<file path="src/rtl/pcs_tx_code_group_pkg.sv">
// ============================================================================
//  Module      : pcs_tx_pkg
//  Description : Shared ordered-set codes, K-code octets and FSM state
//                encodings for the 1000BASE-X transmit code-group generator.
//                Config ordered-set support is built when PCS_TX_CONFIG_EN
//                is defined.
//  Revision    : 1.0 - initial release
// ============================================================================
`default_nettype none

package pcs_tx_pkg;

    localparam logic [2:0] O_SET_I    = 3'b000;
    localparam logic [2:0] O_SET_D    = 3'b001;
    localparam logic [2:0] O_SET_S    = 3'b010;
    localparam logic [2:0] O_SET_T    = 3'b011;
    localparam logic [2:0] O_SET_R    = 3'b100;
    localparam logic [2:0] O_SET_V    = 3'b101;
    localparam logic [2:0] O_SET_C    = 3'b110;
    localparam logic [2:0] O_SET_RSVD = 3'b111;

    // K-code octets in HGF_EDCBA form
    localparam logic [7:0] K28_5 = 8'hBC;
    localparam logic [7:0] K27_7 = 8'hFB;
    localparam logic [7:0] K29_7 = 8'hFD;
    localparam logic [7:0] K23_7 = 8'hF7;
    localparam logic [7:0] K30_7 = 8'hFE;

    localparam logic [7:0] D5_6  = 8'hC5;
    localparam logic [7:0] D16_2 = 8'h50;
`ifdef PCS_TX_CONFIG_EN
    localparam logic [7:0] D21_5 = 8'hB5;
    localparam logic [7:0] D2_2  = 8'h42;
`endif

    typedef enum logic [3:0] {
        ST_GENERATE   = 4'd0,
        ST_IDLE_2     = 4'd1
`ifdef PCS_TX_CONFIG_EN
        ,
        ST_CONFIG_C1B = 4'd2,
        ST_CONFIG_C1C = 4'd3,
        ST_CONFIG_C1D = 4'd4,
        ST_CONFIG_C2A = 4'd5,
        ST_CONFIG_C2B = 4'd6,
        ST_CONFIG_C2C = 4'd7,
        ST_CONFIG_C2D = 4'd8
`endif
    } tx_state_e;

    function automatic logic [3:0] pop10(input logic [9:0] v);
        logic [3:0] n;
        n = 4'd0;
        for (int i = 0; i < 10; i++) begin
            n = n + {3'd0, v[i]};
        end
        return n;
    endfunction

endpackage

`default_nettype wire

</file>
<file path="src/rtl/pcs_tx_code_group_enc_8b10b.sv">
// ============================================================================
//  Module      : enc_8b10b
//  Description : Combinational 8b/10b encoder (abcdei_fghj, 'a' at bit 9)
//                with per-sub-block running disparity.
//  Revision    : 1.0 - initial release
// ============================================================================
`default_nettype none

module enc_8b10b
    import pcs_tx_pkg::*;
(
    input  logic [7:0] data,
    input  logic       k,
    input  logic       rd_in,
    output logic [9:0] code,
    output logic       rd_out
);

    logic [5:0] six_neg;
    logic [5:0] six;
    logic [3:0] four_neg;
    logic [3:0] four;
    logic       six_bal;
    logic       four_bal;
    logic       rd_mid;
    logic       use_a7;
    logic [9:0] k_neg;
    logic       k_hit;
    logic [9:0] d_code;

    always_comb begin
        six_neg = 6'b000000;
        case (data[4:0])
            5'd0:  six_neg = 6'b100111;
            5'd1:  six_neg = 6'b011101;
            5'd2:  six_neg = 6'b101101;
            5'd3:  six_neg = 6'b110001;
            5'd4:  six_neg = 6'b110101;
            5'd5:  six_neg = 6'b101001;
            5'd6:  six_neg = 6'b011001;
            5'd7:  six_neg = 6'b111000;
            5'd8:  six_neg = 6'b111001;
            5'd9:  six_neg = 6'b100101;
            5'd10: six_neg = 6'b010101;
            5'd11: six_neg = 6'b110100;
            5'd12: six_neg = 6'b001101;
            5'd13: six_neg = 6'b101100;
            5'd14: six_neg = 6'b011100;
            5'd15: six_neg = 6'b010111;
            5'd16: six_neg = 6'b011011;
            5'd17: six_neg = 6'b100011;
            5'd18: six_neg = 6'b010011;
            5'd19: six_neg = 6'b110010;
            5'd20: six_neg = 6'b001011;
            5'd21: six_neg = 6'b101010;
            5'd22: six_neg = 6'b011010;
            5'd23: six_neg = 6'b111010;
            5'd24: six_neg = 6'b110011;
            5'd25: six_neg = 6'b100110;
            5'd26: six_neg = 6'b010110;
            5'd27: six_neg = 6'b110110;
            5'd28: six_neg = 6'b001110;
            5'd29: six_neg = 6'b101110;
            5'd30: six_neg = 6'b011110;
            5'd31: six_neg = 6'b101011;
        endcase

        six_bal = (pop10({4'd0, six_neg}) == 4'd3);
        // D.7 is balanced but still alternates to bound run length
        six     = (rd_in && (!six_bal || six_neg == 6'b111000)) ? ~six_neg : six_neg;
        rd_mid  = six_bal ? rd_in : ~rd_in;

        use_a7 = (!rd_mid && (data[4:0] == 5'd17 || data[4:0] == 5'd18 || data[4:0] == 5'd20)) ||
                 ( rd_mid && (data[4:0] == 5'd11 || data[4:0] == 5'd13 || data[4:0] == 5'd14));

        four_neg = 4'b0000;
        case (data[7:5])
            3'd0: four_neg = 4'b1011;
            3'd1: four_neg = 4'b1001;
            3'd2: four_neg = 4'b0101;
            3'd3: four_neg = 4'b1100;
            3'd4: four_neg = 4'b1101;
            3'd5: four_neg = 4'b1010;
            3'd6: four_neg = 4'b0110;
            3'd7: four_neg = use_a7 ? 4'b0111 : 4'b1110;
        endcase

        four_bal = (pop10({6'd0, four_neg}) == 4'd2);
        four     = (rd_mid && (!four_bal || four_neg == 4'b1100)) ? ~four_neg : four_neg;
        d_code   = {six, four};

        k_hit = 1'b1;
        k_neg = 10'b0;
        case (data)
            K28_5:   k_neg = 10'b0011111010;
            K27_7:   k_neg = 10'b1101101000;
            K29_7:   k_neg = 10'b1011101000;
            K23_7:   k_neg = 10'b1110101000;
            K30_7:   k_neg = 10'b0111101000;
            default: k_hit = 1'b0;
        endcase

        if (k && k_hit) begin
            code   = rd_in ? ~k_neg : k_neg;
            rd_out = (pop10(k_neg) == 4'd5) ? rd_in : ~rd_in;
        end else begin
            code   = d_code;
            rd_out = four_bal ? rd_mid : ~rd_mid;
        end
    end

endmodule

`default_nettype wire

</file>
<file path="src/rtl/pcs_tx_code_group.sv">
// ============================================================================
//  Module      : pcs_tx_code_group
//  Description : 1000BASE-X PCS transmit code-group generator with idle
//                alignment; /C/ config sequences built with PCS_TX_CONFIG_EN.
//  Revision    : 1.0 - initial release
// ============================================================================
`default_nettype none

module pcs_tx_code_group
    import pcs_tx_pkg::*;
(
    input  logic        clk,
    input  logic        mr_main_reset,
    input  logic [2:0]  tx_o_set,
    input  logic [7:0]  txd,
`ifdef PCS_TX_CONFIG_EN
    input  logic [15:0] tx_config_reg,
`endif
    output logic        tx_o_set_ack,
    output logic [9:0]  tx_code_group,
    output logic        tx_even,
    output logic        tx_disparity
);

    tx_state_e  state_q;
    logic [9:0] code_q;
    logic       even_q;
    logic       disp_q;
    logic       ack_q;
`ifdef PCS_TX_CONFIG_EN
    logic [15:0] cfg_q;
`endif

    logic [7:0] w_enc_data;
    logic       w_enc_k;
    logic [9:0] w_enc_code;
    logic       w_enc_rd;
    logic       w_even_slot;
    logic       w_idle_req;

    assign w_even_slot = ~even_q;
    assign w_idle_req  = (tx_o_set == O_SET_I) || (tx_o_set == O_SET_C);

    always_comb begin
        w_enc_data = K28_5;
        w_enc_k    = 1'b1;
        case (state_q)
            ST_GENERATE: begin
                case (tx_o_set)
                    O_SET_D: begin
                        w_enc_data = txd;
                        w_enc_k    = 1'b0;
                    end
                    O_SET_S:             w_enc_data = K27_7;
                    O_SET_T:             w_enc_data = K29_7;
                    O_SET_R:             w_enc_data = K23_7;
                    O_SET_V, O_SET_RSVD: w_enc_data = K30_7;
                    default:             w_enc_data = w_even_slot ? K28_5 : K23_7;
                endcase
            end
            ST_IDLE_2: begin
                // RD+ now means the K28.5 started from RD-, so /I2/ follows
                w_enc_k    = 1'b0;
                w_enc_data = disp_q ? D16_2 : D5_6;
            end
`ifdef PCS_TX_CONFIG_EN
            ST_CONFIG_C1B: begin w_enc_k = 1'b0; w_enc_data = D21_5;        end
            ST_CONFIG_C1C: begin w_enc_k = 1'b0; w_enc_data = cfg_q[7:0];   end
            ST_CONFIG_C1D: begin w_enc_k = 1'b0; w_enc_data = cfg_q[15:8];  end
            ST_CONFIG_C2A: begin w_enc_k = 1'b1; w_enc_data = K28_5;        end
            ST_CONFIG_C2B: begin w_enc_k = 1'b0; w_enc_data = D2_2;         end
            ST_CONFIG_C2C: begin w_enc_k = 1'b0; w_enc_data = cfg_q[7:0];   end
            ST_CONFIG_C2D: begin w_enc_k = 1'b0; w_enc_data = cfg_q[15:8];  end
`endif
            default: begin
                w_enc_k    = 1'b1;
                w_enc_data = K28_5;
            end
        endcase
    end

    enc_8b10b u_enc (
        .data   (w_enc_data),
        .k      (w_enc_k),
        .rd_in  (disp_q),
        .code   (w_enc_code),
        .rd_out (w_enc_rd)
    );

    always_ff @(posedge clk) begin
        if (!mr_main_reset) begin
            state_q <= ST_GENERATE;
            code_q  <= 10'b0;
            even_q  <= 1'b0;
            disp_q  <= 1'b0;
            ack_q   <= 1'b0;
`ifdef PCS_TX_CONFIG_EN
            cfg_q   <= 16'h0000;
`endif
        end else begin
            code_q <= w_enc_code;
            disp_q <= w_enc_rd;
            even_q <= ~even_q;
            ack_q  <= (state_q == ST_GENERATE);
            case (state_q)
                ST_GENERATE: begin
                    if (w_idle_req && w_even_slot) begin
                        state_q <= ST_IDLE_2;
                    end
`ifdef PCS_TX_CONFIG_EN
                    if (w_even_slot && tx_o_set == O_SET_C) begin
                        state_q <= ST_CONFIG_C1B;
                        cfg_q   <= tx_config_reg;
                    end
`endif
                end
                ST_IDLE_2:     state_q <= ST_GENERATE;
`ifdef PCS_TX_CONFIG_EN
                ST_CONFIG_C1B: state_q <= ST_CONFIG_C1C;
                ST_CONFIG_C1C: state_q <= ST_CONFIG_C1D;
                ST_CONFIG_C1D: state_q <= ST_CONFIG_C2A;
                ST_CONFIG_C2A: state_q <= ST_CONFIG_C2B;
                ST_CONFIG_C2B: state_q <= ST_CONFIG_C2C;
                ST_CONFIG_C2C: state_q <= ST_CONFIG_C2D;
                ST_CONFIG_C2D: state_q <= ST_GENERATE;
`endif
                default:       state_q <= ST_GENERATE;
            endcase
        end
    end

    assign tx_code_group = code_q;
    assign tx_even       = even_q;
    assign tx_disparity  = disp_q;
    assign tx_o_set_ack  = ack_q;

endmodule

`default_nettype wire
</file>
<file path="config.mk">
export PLATFORM = sky130hd
export DESIGN_NAME = pcs_tx_code_group
export DESIGN_NICKNAME = d
export VERILOG_FILES = /design/src/rtl/pcs_tx_code_group_pkg.sv /design/src/rtl/pcs_tx_code_group_enc_8b10b.sv /design/src/rtl/pcs_tx_code_group.sv
export SDC_FILE = /design/constraint.sdc
export NUM_CORES = 1
export LEC_CHECK = 0
export CAP_MARGIN = 10
export CORE_MARGIN = 1
export CORE_UTILIZATION = 50
export CTS_CLUSTER_DIAMETER = 40
export DETAILED_ROUTE_END_ITERATION = 16
export PLACE_DENSITY = 0.82
export SYNTH_ARGS = -nofsm -noshare
export SYNTH_HDL_FRONTEND = slang
export SYNTH_SLANG_ARGS = --single-unit
</file>
<file path="constraint.sdc">
create_clock -name clk -period 7.75 [get_ports clk]
set_input_delay 1.55 -clock clk [delete_from_list [all_inputs] [get_ports clk]]
set_output_delay 1.55 -clock clk [all_outputs]
set_load 0.01 [all_outputs]
</file>
==> run_results.csv, run 1 <==
group,metric,value,unit
run_status,status,"completed",
global_route,globalRouteTotalUtil,26.7,%
logic_synthesis,synth_top_area_cell,"dfxtp_1",
sta,finalHoldViolations,0,
flow_run,drv_cap,0,
logic_synthesis,seq_area_frac_synth,13.8,%
setup_path,arrival,7.71,ns
logic_synthesis,ys_seq_elements,14,
power,power.internal,0.000358,W
sta,finalCriticalPeriod,7.54,ns
power,p_sw_share,42.7,%
cts,cts.path.max_buffers,2,
sta,slew_headroom,49.3,%
routing,vias,2252,
power,combPwrFrac,72.1,%
power,clockPowerShare,11.4,%
global_route,grt_antenna_before_repair,0,
sta,fmax,133,MHz
global_route,grt_pass1_wl,9.14,mm
routing,routed_wirelength,5.58,mm
logic_synthesis,syn-num-nets,294,
power,fin_total_pwr,0.000625,W
layout,area_growth,33.1,%
routing,dr.pass1.iters,5,
setup_path,path_max_fanout,9,
global_route,met3_usage,1.56,%
placement,dp.final_hpwl,4.22,mm
layout,antenna_cells,0,
routing,ant_nets,0,
setup_path,required,7.92,ns
logic_synthesis,synth_commonest_cells,"nand2_1, a21oi_1, nor2_1, inv_1",
logic_synthesis,syn_inst,261,
setup_path,path_class,"input port to flip-flop",
layout,drive_above_1_share,23.1,%
power,p_per_area,232,nW/um2
sta,drv_slew,0,
layout,nNetsFinal,355,
global_route,groute.layer.met2.usage,48.0,%
logic_synthesis,async_reset_ff_share,0,%
global_route,grt_max_degree,21,
placement,dpl_cell_area,2550,um2
routing,drc,0,
floorplanning,die_y,65.6,um
cts,cts_root_buf,"clkbuf_8",
global_route,grt_busiest_layer,"met2",
sta,fin_worst_skew,0.00420,ns
logic_synthesis,ys_top_cells_by_area,"dfxtp_1, ha_1, fa_1",
setup_path,startpoint_type,"input port",
cts,htreeDepth,1,
power,p_seq_share,16.5,%
logic_synthesis,synth.most_common_cell,"nand2_1",
logic_synthesis,synth_top_area_share,13.8,%
floorplanning,core,3770,um2
sta,worst_pin_slew,0.760,ns
floorplanning,start_util,53.7,%
routing,vias_per_cell,6.10,
floorplanning,rows,22,
power,peakVddDrop,0.0000828,V
power,total_leakage_power,1.13,nW
cts,tritoncts,"yes",
cts,clkLatencyLatePin,0.24,ns
setup_path,worstSetupEndpointType,"flip-flop",
placement,io_buffers,25,
global_route,gr-usage-met1,33.5,%
floorplanning,die_x,65.6,um
sta,whs,0.495,ns
cts,numClockSinks,14,
power,switching_power,0.000267,W
logic_synthesis,syn-cell-area,2020,um2
worst_hold_path,hp-class,"flip-flop to flip-flop",
routing,wl_per_cell,15.1,um
floorplanning,dieArea,4310,um2
global_route,gr-total-overflow,0,
placement,routabilityCongestion,0.972,
sta,period_share,97.2,%
sta,setup-tns-final,0,ns
cts,clk_pin_slew,0.06,ns
global_route,first_global_vias,2096,
logic_synthesis,yosys_warnings,0,
layout,final_area,2690,um2
logic_synthesis,synthFlopType,"dfxtp_1",
logic_synthesis,ys_types,68,
floorplanning,io_pins,26,
cts,numCtsBuffers,3,
logic_synthesis,synth.avg_cell_area,7.76,um2
routing,drt_iter0_drc,199,
logic_synthesis,synth-edff-count,0,
sta,setup-violations-final,0,
routing by layer:
metal	up-vias	wire length, um
li1	1083	-
met1	1051	2360
met3	10	352
met5	-	0
met2	108	2770
met4	0	98
worst max-delay path, cell delays in order:
cell and delay [ns]:
clkdlybuf4s50_1 0.41, buf_6 0.14, xnor2_1 0.13, a221o_1 0.40, a21oi_2 0.22, a21oi_1 0.10
a211o_1 0.30, a221oi_2 0.28, ha_1 0.16, inv_1 0.05, fa_1 0.53, inv_1 0.06
fa_1 0.44, fa_1 0.49, nand3b_1 0.17, xnor2_2 0.20, a2111oi_2 0.26, o2bb2ai_2 0.16
a32oi_1 0.14, or2_2 0.31, fa_1 0.43, ha_1 0.29, nand2_1 0.08, xor2_1 0.15
nand2_1 0.09, a21oi_2 0.15
power groups by stage:
stage / sequential (W) / combinational [W] / clock [W]
2_1_floorplan: 0.000116 / 0.000248 / 0
5_1_grt: 0.000105 / 0.000489 / 0.0000744
3_5_place_dp: 0.000105 / 0.000406 / 0
4_1_cts: 0.000104 / 0.000410 / 0.0000721
3_3_place_gp: 0.000104 / 0.000391 / 0
6_report: 0.000103 / 0.000450 / 0.0000711
registers in the layout, summed over array words and instances (netlist names):
signal	count
tx_code_group	10
state_q	1
tx_disparity	1
tx_even	1
tx_o_set_ack	1
cells in the final DEF (no fill, tap or decap), types with 5 or more instances in the layout:
master and n:
nand2b_1 6, nand3_1 8, buf_4 43, xnor2_1 8
clkdlybuf4s50_1 23, dfxtp_1 14, a21oi_1 20, o211ai_1 6
ha_1 13, fa_1 6, nor2_1 18, nand2_1 27
inv_1 17, o21ai_0 10, nor3_1 5
repair_timing:
item                       4_1_cts  5_1_grt
gates resized for setup          1       11
hold buffers                     0        0
setup endpoints to repair        1        1
setup buffers                    0        6
pin swaps                        0        7
logic make-up (layout without fill, tap and decap cells):
kind of cell | after synthesis | after routing | synth area share [%]
AND/OR/NAND/NOR | 96 | 96 | 26.1
AO/OA/AOI/OAI | 84 | 84 | 31.3
buffers and inverters | 31 | 91 | 6.86
adder cells (fa/ha/maj) | 20 | 20 | 14.6
flip-flops | 14 | 14 | 13.8
XOR/XNOR | 13 | 13 | 5.62
multiplexers | 3 | 3 | 1.61
per-stage QoR:
stage | utilization, % | setup slack (ns) | instances
2_1_floorplan | - | 0.443 | 261
3_3_place_gp | 67.6 | -0.0694 | 359
3_5_place_dp | 67.6 | -0.284 | 359
4_1_cts | 69.0 | 0.0359 | 363
5_1_grt | 71.4 | -0.0246 | 369
6_report | 71.4 | 0.215 | 369
cell type report:
cell class | instances | area, um2
Tap cell | 48 | 60.1
Timing Repair Buffer | 69 | 586
Fill cell | 290 | 1080
Multi-Input combinational cell | 216 | 1650
Sequential cell | 14 | 280
Clock buffer | 4 | 55.1
Inverter | 18 | 67.6
path summary, 6_finish.rpt:
check	end	slack, ns	cells past startpoint	from
setup / recovery	tx_disparity$_SDFFE_PN0P_	0.21	26	tx_o_set[1]
hold / removal	tx_even$_SDFF_PN0_	0.50	1	tx_even$_SDFF_PN0_
setup reg to reg	tx_disparity$_SDFFE_PN0P_	1.37	24	state_q[0]$_SDFFE_PN0P_
hold reg to reg	tx_even$_SDFF_PN0_	0.50	1	tx_even$_SDFF_PN0_
Note: power is estimated with default switching activity, not from simulation.
==> run 2: changes to the inputs <==
==> constraint.sdc (replaced) <==
create_clock -name clk -period 7.75 [get_ports clk]
set_input_delay 1.55 -clock clk [delete_from_list [all_inputs] [get_ports clk]]
set_output_delay 1.55 -clock clk [all_outputs]
set_load 0.1 [all_outputs]
==> results of run 2 <==
The final DEF is identical to that of run 1. Status: completed.
Among the figures that moved: total power 0.000625 W -> 0.000782 W; worst IR drop on VDD 0.0000828 V -> 0.000121 V
==> run 3: changes to the inputs <==
Settings changed: CTS_CLUSTER_SIZE set to 16, GPL_TIMING_DRIVEN set to 0.
==> run 3 against run 2 <==
Compared with the run above:
- clock power up 2%
- first-iteration DRC count down 26%
- clock-buffer cell count unchanged
- fmax about the same
- sequential share of layout area about the same
- routed wire length up 5.6%
- via count down 1.4%
- combinational power up 3%
- global-route usage up 0.69 points
- power up 2.6%
- sequential power about the same
- critical path type unchanged
- critical endpoint is now tx_code_group[3]$_SDFF_PN0_
- final cell count down 3.3%
- largest cell class unchanged
==> run_results.csv, run 3 (synthesis gave the netlist of run 1 again) <==
group,metric,value,unit
worst_hold_path,min_to,"tx_even$_SDFF_PN0_",
layout,mostFrequentLayoutCell,"nand2_1",
setup_path,timing.critical_path.buf_inv,14,
flow_run,drv_cap,0,
placement,dp.final_hpwl,3.87,mm
routing,ant_nets,0,
power,total_leakage_power,1.06,nW
setup_path,crit_path_max_incr_delay,0.52,ns
sta,drv_slew,0,
cts,cts_hold_buffers,0,
cts,cts_root_buf,"clkbuf_8",
cts,numClockSinks,14,
setup_path,worstSetupEndpointType,"flip-flop",
global_route,first_global_vias,2063,
worst_hold_path,hold_path_depth,1,
setup_path,required,7.90,ns
layout,drive_above_1_share,21.4,%
sta,finalCriticalPeriod,7.53,ns
layout,layout_common_cells,"nand2_1, clkdlybuf4s50_1, buf_4",
cts,cts.path.max_buffers,2,
global_route,gr-total-overflow,0,
routing,drc,0,
floorplanning,die_y,65.6,um
routing,dr.pass1.iters,5,
floorplanning,die_x,65.6,um
run_status,status,"completed",
routing,vias,2220,
setup_path,rr_worst_depth,30,
floorplanning,dieArea,4310,um2
global_route,grt_antenna_before_repair,0,
sta,fmax,133,MHz
floorplanning,start_util,53.7,%
floorplanning,rows,22,
worst_hold_path,hp-class,"flip-flop to flip-flop",
setup_path,path_class,"input port to flip-flop",
layout,antenna_cells,0,
routing,vias_per_cell,6.22,
power,peakVddDrop,0.000105,V
setup_path,arrival,7.68,ns
layout,area_growth,32.6,%
global_route,grt_max_degree,11,
cts,clkLatencyLatePin,0.25,ns
sta,setup-violations-final,0,
global_route,grt_pass1_wl,9.25,mm
layout,nNetsFinal,343,
routing,routed_wirelength,5.89,mm
setup_path,cp_common_cell,"buf_4",
sta,slew_headroom,35.6,%
routing,drt_iter0_drc,148,
cts,htreeDepth,1,
power,p_per_area,299,nW/um2
setup_path,r2r_end,"tx_code_group[3]$_SDFF_PN0_",
routing,wl_per_cell,16.5,um
sta,worst_pin_slew,0.962,ns
setup_path,r2r_setup_slack,1.37,ns
sta,finalHoldViolations,0,
setup_path,startpoint_type,"input port",
cts,tritoncts,"yes",
setup_path,cpMaxStageDelayCell,"fa_1",
worst_hold_path,hp-start,"tx_even$_SDFF_PN0_",
placement,io_buffers,23,
setup_path,cp_top_family,"compound AO/OA/AOI/OAI gates",
setup_path,path_max_fanout,10,
placement,routabilityCongestion,0.917,
global_route,globalRouteTotalUtil,27.4,%
setup_path,regToRegStartpoint,"tx_disparity$_SDFFE_PN0P_",
floorplanning,core,3770,um2
cts,numCtsBuffers,3,
power,fin_total_pwr,0.000802,W
sta,period_share,97.1,%
layout,largest_reg_flops,10,
sta,fin_worst_skew,0.00421,ns
sta,setup-tns-final,0,ns
cts,clk_pin_slew,0.06,ns
floorplanning,io_pins,26,
==> run 3: cell count changes in the layout (fill, tap and decap cells not counted), sizes merged <==
cell / previous run / this run
buf: 44 / 28
dlygate4sd2: 1 / 2
clkdlybuf4s50: 23 / 21
clkbuf: 4 / 10
dlymetal6s2s: 1 / 0
==> run 3: how the worst max path moves through the flow <==
stage / start / end / slack (ns) / cells after the start
after global placement: tx_o_set[1] / tx_disparity$_SDFFE_PN0P_ / -0.64 / 26
after floorplan: tx_o_set[1] / tx_disparity$_SDFFE_PN0P_ / 0.44 / 25
final: tx_o_set[1] / tx_code_group[3]$_SDFF_PN0_ / 0.22 / 30
after detailed placement: tx_o_set[1] / tx_disparity$_SDFFE_PN0P_ / -0.80 / 26
after global routing: tx_o_set[1] / tx_disparity$_SDFFE_PN0P_ / -0.04 / 27
after CTS: tx_o_set[1] / tx_disparity$_SDFFE_PN0P_ / 0.17 / 25
==> run 3: power by group <==
group / switching (W) / internal (W)
clock: 0.0000277 / 0.0000450
combinational: 0.000410 / 0.000217
sequential: 0.00000631 / 0.0000958
total: 0.000444 / 0.000358
==> run 3: final cells by class <==
type | count | area [um2]
multi-input combinational | 216 | 1760
fill | 291 | 1090
timing repair buffer | 44 | 385
sequential | 14 | 280
buffer | 13 | 78.8
inverter | 18 | 67.6
tap | 48 | 60.1
clock buffer | 4 | 55.1
==> run 3: metrics by stage <==
step                hold WS (ns)  utilization [%]  instance area, um2  worst slack (ns)  cells
finish                     0.515             71.2                2680             0.221    357
CTS                        0.514             68.3                2570             0.171    353
global placement           0.483             61.4                2310            -0.643    332
global route               0.529             71.2                2680           -0.0450    357
floorplan                  0.860                -                2020             0.443    261
detailed placement         0.503             61.4                2310            -0.796    332
==> run 3: routing by layer <==
layer	global-route usage, %	up-vias	part of all wire (%)
met5	0	-	0
met4	9.24	0	1.3
met3	2.60	10	5.2
met2	48.3	78	50
met1	34.2	1072	43
li1	-	1060	-
==> run 3: repair_timing <==
action / CTS / global route
cloned: 0 / 0
endpoints found under the setup margin: 1 / 2
endpoints found under the hold margin: 0 / 0
resized for setup: 18 / 14
buffers inserted: 17 / 4
pin swaps: 7 / 9
